**config.mk**
```make
export PLATFORM = sky130hd
export DESIGN_NAME = uart_string
export DESIGN_NICKNAME = d
export VERILOG_FILES = /design/src/rtl/uart_string_pkg.sv /design/src/rtl/uart_string_rx.sv /design/src/rtl/uart_string.sv
export SDC_FILE = /design/constraint.sdc
export NUM_CORES = 1
export LEC_CHECK = 0
export ABC_CLOCK_PERIOD_IN_PS = 3310
export CAP_MARGIN = 20
export CORE_MARGIN = 8
export CORE_UTILIZATION = 50
export CTS_BUF_LIST = sky130_fd_sc_hd__clkbuf_16
export CTS_CLUSTER_SIZE = 30
export DETAILED_ROUTE_END_ITERATION = 7
export PLACE_DENSITY = 0.67
export SKIP_CTS_REPAIR_TIMING = 1
export SYNTH_ARGS = -nofsm -noshare
export SYNTH_HDL_FRONTEND = slang
export SYNTH_HIERARCHICAL = 1
export SYNTH_SLANG_ARGS = --single-unit
export TNS_END_PERCENT = 5
```
**constraint.sdc**
```tcl
create_clock -name clk_100Mhz -period 3.31 [get_ports clk_100Mhz]
set_input_delay 0.662 -clock clk_100Mhz [delete_from_list [all_inputs] [get_ports clk_100Mhz]]
set_output_delay 0.662 -clock clk_100Mhz [all_outputs]
set_load 0.005 [all_outputs]
```
**src/rtl/uart_string_pkg.sv**
```systemverilog
// Shared definitions for the UART command-string receiver.
// Holds the ASCII command characters and the state encodings of the
// byte receiver FSM and the command parser FSM.
package uart_string_pkg;

    // ASCII characters that make up a "L<f>:<h>\n" command
    localparam logic [7:0] CH_L     = 8'h4C;
    localparam logic [7:0] CH_0     = 8'h30;
    localparam logic [7:0] CH_1     = 8'h31;
    localparam logic [7:0] CH_COLON = 8'h3A;
    localparam logic [7:0] CH_LF    = 8'h0A;
    localparam logic [7:0] CH_CR    = 8'h0D;

    typedef enum logic [1:0] {
        RX_IDLE,
        RX_START,
        RX_DATA,
        RX_STOP
    } rx_state_e;

    typedef enum logic [2:0] {
        P_WAIT_L,
        P_GET_F,
        P_GET_COLON,
        P_GET_H,
        P_WAIT_NL
    } parse_state_e;

    // True for the two ASCII digits accepted as LED values
    function automatic logic is_bin_digit(input logic [7:0] c);
        return (c == CH_0) || (c == CH_1);
    endfunction

endpackage

```
**src/rtl/uart_string_rx.sv**
```systemverilog
// 8N1 UART byte receiver with a 2-flop input synchronizer.
// Ports: clk_i, rst_i (sync, active high), rx_i (async serial in),
//        rx_byte_o / rx_valid_o (one-cycle pulse per good byte).
module uart_string_rx
    import uart_string_pkg::*;
#(
    parameter int unsigned CLKS_PER_BIT = 10417
) (
    input  logic       clk_i,
    input  logic       rst_i,
    input  logic       rx_i,
    output logic [7:0] rx_byte_o,
    output logic       rx_valid_o
);

    localparam int unsigned CNT_W = $clog2(CLKS_PER_BIT + 1);
    localparam logic [CNT_W-1:0] BIT_LAST  = CNT_W'(CLKS_PER_BIT - 1);
    localparam logic [CNT_W-1:0] HALF_LAST = CNT_W'(CLKS_PER_BIT / 2 - 1);

    logic             rx_meta_q, rx_sync_q, rx_prev_q;
    rx_state_e        state_q, state_d;
    logic [CNT_W-1:0] cnt_q, cnt_d;
    logic [2:0]       bit_idx_q, bit_idx_d;
    logic [7:0]       shift_q, shift_d;
    logic [7:0]       byte_q, byte_d;
    logic             valid_q, valid_d;

    // Synchronizer and edge-detect history reset to the idle (high) level
    // so that a reset never fabricates a falling edge.
    always_ff @(posedge clk_i) begin
        if (rst_i) begin
            rx_meta_q <= 1'b1;
            rx_sync_q <= 1'b1;
            rx_prev_q <= 1'b1;
            state_q   <= RX_IDLE;
            cnt_q     <= '0;
            bit_idx_q <= '0;
            shift_q   <= '0;
            byte_q    <= '0;
            valid_q   <= 1'b0;
        end else begin
            rx_meta_q <= rx_i;
            rx_sync_q <= rx_meta_q;
            rx_prev_q <= rx_sync_q;
            state_q   <= state_d;
            cnt_q     <= cnt_d;
            bit_idx_q <= bit_idx_d;
            shift_q   <= shift_d;
            byte_q    <= byte_d;
            valid_q   <= valid_d;
        end
    end

    always_comb begin
        state_d   = state_q;
        cnt_d     = cnt_q;
        bit_idx_d = bit_idx_q;
        shift_d   = shift_q;
        byte_d    = byte_q;
        valid_d   = 1'b0;

        unique case (state_q)
            RX_IDLE: begin
                cnt_d     = '0;
                bit_idx_d = '0;
                // A true 1->0 edge is required, so a line left low after a
                // framing error does not restart reception.
                if (rx_prev_q && !rx_sync_q) begin
                    state_d = RX_START;
                end
            end
            RX_START: begin
                if (cnt_q == HALF_LAST) begin
                    cnt_d   = '0;
                    // Line back high at mid start bit: treat as a glitch
                    state_d = rx_sync_q ? RX_IDLE : RX_DATA;
                end else begin
                    cnt_d = cnt_q + 1'b1;
                end
            end
            RX_DATA: begin
                if (cnt_q == BIT_LAST) begin
                    cnt_d   = '0;
                    shift_d = {rx_sync_q, shift_q[7:1]};  // LSB arrives first
                    if (bit_idx_q == 3'd7) begin
                        state_d = RX_STOP;
                    end else begin
                        bit_idx_d = bit_idx_q + 3'd1;
                    end
                end else begin
                    cnt_d = cnt_q + 1'b1;
                end
            end
            RX_STOP: begin
                if (cnt_q == BIT_LAST) begin
                    cnt_d   = '0;
                    state_d = RX_IDLE;
                    // Low stop bit is a framing error: drop the byte silently
                    if (rx_sync_q) begin
                        valid_d = 1'b1;
                        byte_d  = shift_q;
                    end
                end else begin
                    cnt_d = cnt_q + 1'b1;
                end
            end
            default: state_d = RX_IDLE;
        endcase
    end

    assign rx_byte_o  = byte_q;
    assign rx_valid_o = valid_q;

endmodule

```
**src/rtl/uart_string.sv**
```systemverilog
// UART command parser driving the fan and humidifier LEDs from "L<f>:<h>\n".
// Ports: clk_100Mhz, rst_n (sync, active HIGH despite the name), rx (serial
//        in, idles high), led_fan / led_hum (registered, update on '\n').
module uart_string
    import uart_string_pkg::*;
#(
    parameter int unsigned CLK_FREQ = 100_000_000,
    parameter int unsigned BAUD     = 9600
) (
    input  logic clk_100Mhz,
    input  logic rst_n,
    input  logic rx,
    output logic led_fan,
    output logic led_hum
);

    localparam int unsigned CLKS_PER_BIT = (CLK_FREQ + BAUD / 2) / BAUD;

    logic [7:0] rx_byte;
    logic       rx_valid;

    uart_string_rx #(
        .CLKS_PER_BIT(CLKS_PER_BIT)
    ) u_rx (
        .clk_i      (clk_100Mhz),
        .rst_i      (rst_n),
        .rx_i       (rx),
        .rx_byte_o  (rx_byte),
        .rx_valid_o (rx_valid)
    );

    parse_state_e state_q, state_d;
    logic         f_q, f_d;
    logic         h_q, h_d;
    logic         led_fan_q, led_fan_d;
    logic         led_hum_q, led_hum_d;

    always_ff @(posedge clk_100Mhz) begin
        if (rst_n) begin
            state_q   <= P_WAIT_L;
            f_q       <= 1'b0;
            h_q       <= 1'b0;
            led_fan_q <= 1'b0;
            led_hum_q <= 1'b0;
        end else begin
            state_q   <= state_d;
            f_q       <= f_d;
            h_q       <= h_d;
            led_fan_q <= led_fan_d;
            led_hum_q <= led_hum_d;
        end
    end

    always_comb begin
        state_d   = state_q;
        f_d       = f_q;
        h_d       = h_q;
        led_fan_d = led_fan_q;
        led_hum_d = led_hum_q;

        if (rx_valid) begin
            // Default for any unexpected byte: abort, but an 'L' starts a
            // fresh command immediately instead of being lost.
            state_d = (rx_byte == CH_L) ? P_GET_F : P_WAIT_L;

            unique case (state_q)
                P_WAIT_L: begin
                    // default handling above already covers this state
                end
                P_GET_F: begin
                    if (is_bin_digit(rx_byte)) begin
                        f_d     = rx_byte[0];
                        state_d = P_GET_COLON;
                    end
                end
                P_GET_COLON: begin
                    if (rx_byte == CH_COLON) begin
                        state_d = P_GET_H;
                    end
                end
                P_GET_H: begin
                    if (is_bin_digit(rx_byte)) begin
                        h_d     = rx_byte[0];
                        state_d = P_WAIT_NL;
                    end
                end
                P_WAIT_NL: begin
                    if (rx_byte == CH_LF) begin
                        // Both LEDs change together only on a complete command
                        led_fan_d = f_q;
                        led_hum_d = h_q;
                        state_d   = P_WAIT_L;
                    end else if (rx_byte == CH_CR) begin
                        state_d = P_WAIT_NL;
                    end
                end
                default: state_d = P_WAIT_L;
            endcase
        end
    end

    assign led_fan = led_fan_q;
    assign led_hum = led_hum_q;

endmodule

```
==> flow_summary_export.csv <==
group,metric,value,unit
status,status,"finished, final reports clean",
global_routing,grt_use_total,0.119,
synth,netlist_top_cells_area,"dfxtp_1 45%, mux2i_1 9.3%, nand2_1 4.9%",
sta,skew,3.88,ps
detailed_routing,wl_per_cell,12.7,um
setup_path,reg2reg_from,"u_rx/cnt_q[6]$_SDFF_PP0_",
setup_path,critPathKind,"reg2reg",
sta,relSlewSlack,0.476,
global_routing,grt_pass1_vias,1346,
worst_hold_path,hp-start,"u_rx/rx_meta_q$_SDFF_PP1_",
die,initial_core_util,0.517,
cts,cts_root_buf,"clkbuf_16",
finish,fill_cells,379,
placed_design,place_ws,975,ps
finish,final_core_util,0.572,
sta,fin_hold_ws,411,ps
finish,fin_area,0.00227,mm2
setup_path,reg2reg_to,"u_rx/rx_byte_o[5]$_SDFFE_PP0P_",
synth,synth_cell_types,40,
sta,drv_slew,0,
global_routing,grt-ovfl-total,0,
global_routing,grt_first_pass_wirelength,6190,um
placed_design,placed_cell_area,0.00214,mm2
finish,instances_no_fill,275,
finish,multi_input_area,0.00107,mm2
worst_hold_path,hold_depth,1,
worst_hold_path,worstHoldEndpoint,"u_rx/rx_sync_q$_SDFF_PP1_",
setup_path,critical_path.max_fanout,9,
synth,synth_top_area_share,0.449,
synth,synth.net_count,225,
cts,cts_tree,"built",
synth,syn_area,0.00205,mm2
synth,async_flop_share,0,
pwr,p_per_area,466,mW/mm2
global_routing,grt_antenna_before_repair,0,
synth,yosysWarnings,6,
sta,finalSetupTns,0,ps
worst_hold_path,hp-class,"reg2reg",
sta,finalSetupViolations,0,
detailed_routing,ant_nets,0,
cts,clock-sinks,46,
setup_path,critical-path-max-stage-delay,590,ps
setup_path,required,3500,ps
detailed_routing,routed_wirelength,3480,um
die,ioPinCount,5,
pwr,peakVddDrop,0.261,mV
synth,synthCells,218,
setup_path,rr_worst_depth,4,
pwr,power,1.06,mW
setup_path,cp.buffers_inverters,0,
placed_design,dp_hpwl,2420,um
detailed_routing,dr.first_iter.drc_count,109,
setup_path,critical-path-top-delay-family,"simple AND/OR/NAND/NOR gates",
placed_design,gp_congestion,0.859,
finish,final_nets,232,
die,die_w,80.1,um
sta,worstMarginPinSlew,778,ps
sta,hold_violations,0,
cts,clock_path_buffers,2,
finish,seq_area,921,um2
sta,period_minus_slack,2310,ps
detailed_routing,drc,0,
global_routing,grt_max_degree,19,
setup_path,crit_path_end_kind,"flop",
cts,insertion_delay,280,ps
setup_path,cp_cell_sequence,"or4b_4, nor4_1, nand4_1, mux2i_1",
setup_path,arrival,2500,ps
sta,rsz0062_at_grt,"false",
finish,area_growth,10.8,%
flow_run,max_cap_violations,0,
setup_path,critPathLaunchType,"flop",
finish,diodes,0,
setup_path,critPathSlowestCell,"nand4_1",
die,die-area,0.00641,mm2
setup_path,cp.depth,4,
cts,clk_transition_reported_paths,60,ps
placed_design,portBuffers,4,
synth,yosysSeqAreaShare,0.449,
synth,yosys_register_bits,46,
sta,fmax,434,MHz
sta,final.setup.worst_slack,1000,ps
die,die_h,80.1,um
synth,synth-edff-count,0,
cts,cts_htree_levels,2,
detailed_routing,viasPerCell,5.43,
detailed_routing,dr_total_vias,1493,
pwr,p_leak,0.847,nW
synth,syn_area_per_cell,9.41,um2
die,core,0.00397,mm2
cts,cts_made_buffers,5,
detailed_routing,drt-pass1-iter-count,5,
die,rows,23,
synth,synth-main-ff-cell,"dfxtp_1",
sta,finalCritPeriodShare,0.697,
setup_path,reg2reg_slack,1000,ps
finish,drive_above_1_share,0.102,
placed_design,dp.cells,268,
synth,yosys.area.top_type,"dfxtp_1",
## synthesized netlist by cell type, types with 2 or more instances
cell type  count
and4b_1        2
nand2_1       27
xnor2_1       11
nor3_1         5
nand2b_1       3
or2_2          3
ha_1           4
mux2i_1       19
nor2b_1        3
nor4b_4        2
nand3_1        7
dfxtp_1       46
o21ai_1        3
nand4_1        6
inv_1          6
or3_1          2
and3_2         2
o21ai_0        2
nand4b_1       2
nor2_1        25
clkbuf_1       4
nand3b_1       5
nor4_1         5
and4bb_2       2
a31oi_1        7
## how the worst max path moves through the flow
stage                                   startpoint                              to  slack (ps)
after global placement                       rst_n        u_rx/cnt_q[5]$_SDFF_PP0_        1040
after CTS                 u_rx/cnt_q[6]$_SDFF_PP0_  u_rx/rx_byte_o[5]$_SDFFE_PP0P_         960
final                     u_rx/cnt_q[6]$_SDFF_PP0_  u_rx/rx_byte_o[5]$_SDFFE_PP0P_        1000
after detailed placement  u_rx/cnt_q[6]$_SDFF_PP0_  u_rx/rx_byte_o[5]$_SDFFE_PP0P_         980
after global routing      u_rx/cnt_q[6]$_SDFF_PP0_  u_rx/rx_byte_o[5]$_SDFFE_PP0P_         830
after floorplan           u_rx/cnt_q[6]$_SDFF_PP0_        u_rx/cnt_q[4]$_SDFF_PP0_        1340
## report_power, final
group	internal, mW	leakage [nW]	switching, mW
logic	0.0118	0.406	0.0175
clock network	0.272	0.0694	0.190
registers	0.559	0.371	0.00848
total	0.843	0.847	0.216
## layout make-up
type                    instances  area share
multi-input cells             159       0.472
flip-flops and latches         46       0.405
clock buffers                   5      0.0550
well taps                      50      0.0275
repair buffers                  6      0.0242
inverters                       7      0.0116
clock inverters                 2     0.00440
## layout by cell type (no fill, tap or decap), types with 3 or more instances in the layout
cell             instances
or2_2                    3
mux2i_1                 19
nand2b_1                 3
nor2_1                  25
nor4_1                   5
inv_1                    6
nand2_1                 27
xnor2_1                 11
o21ai_1                  3
nor2b_1                  3
a31oi_1                  7
nand3_1                  7
nand4_1                  6
ha_1                     4
clkbuf_16                5
nor3_1                   5
dfxtp_1                 46
clkdlybuf4s50_1          4
nand3b_1                 5
## routing by layer
| layer | part of all wire | track usage | vias up | wire [um] |
|---|---|---|---|---|
| li1 | - | - | 775 | - |
| met1 | 0.50 | 0.152 | 691 | 1740 |
| met2 | 0.44 | 0.179 | 22 | 1540 |
| met3 | 0.041 | 0.0346 | 5 | 142 |
| met4 | 0.016 | 0.0564 | 0 | 55 |
| met5 | 0 | 0 | - | 0 |
## registers in the layout, summed over array words and instances, names as in the netlist, named ones only
name,count
led_fan,1
u_rx/rx_sync_q,1
state_q,3
f_q,1
led_hum,1
u_rx/shift_q,8
u_rx/cnt_q,14
u_rx/rx_byte_o,8
u_rx/state_q,1
h_q,1
u_rx/rx_prev_q,1
u_rx/rx_valid_o,1
u_rx/bit_idx_q,3
u_rx/rx_meta_q,1
## cells by family after synthesis
group           after synthesis  share of synthesized area
simple gates                107                      0.299
flops                        46                      0.449
mux                          19                     0.0927
compound gates               17                     0.0555
buf+inv                      13                     0.0280
xor+xnor                     12                     0.0512
fa+ha+maj                     4                     0.0244
(Power assumes the default switching activity.)
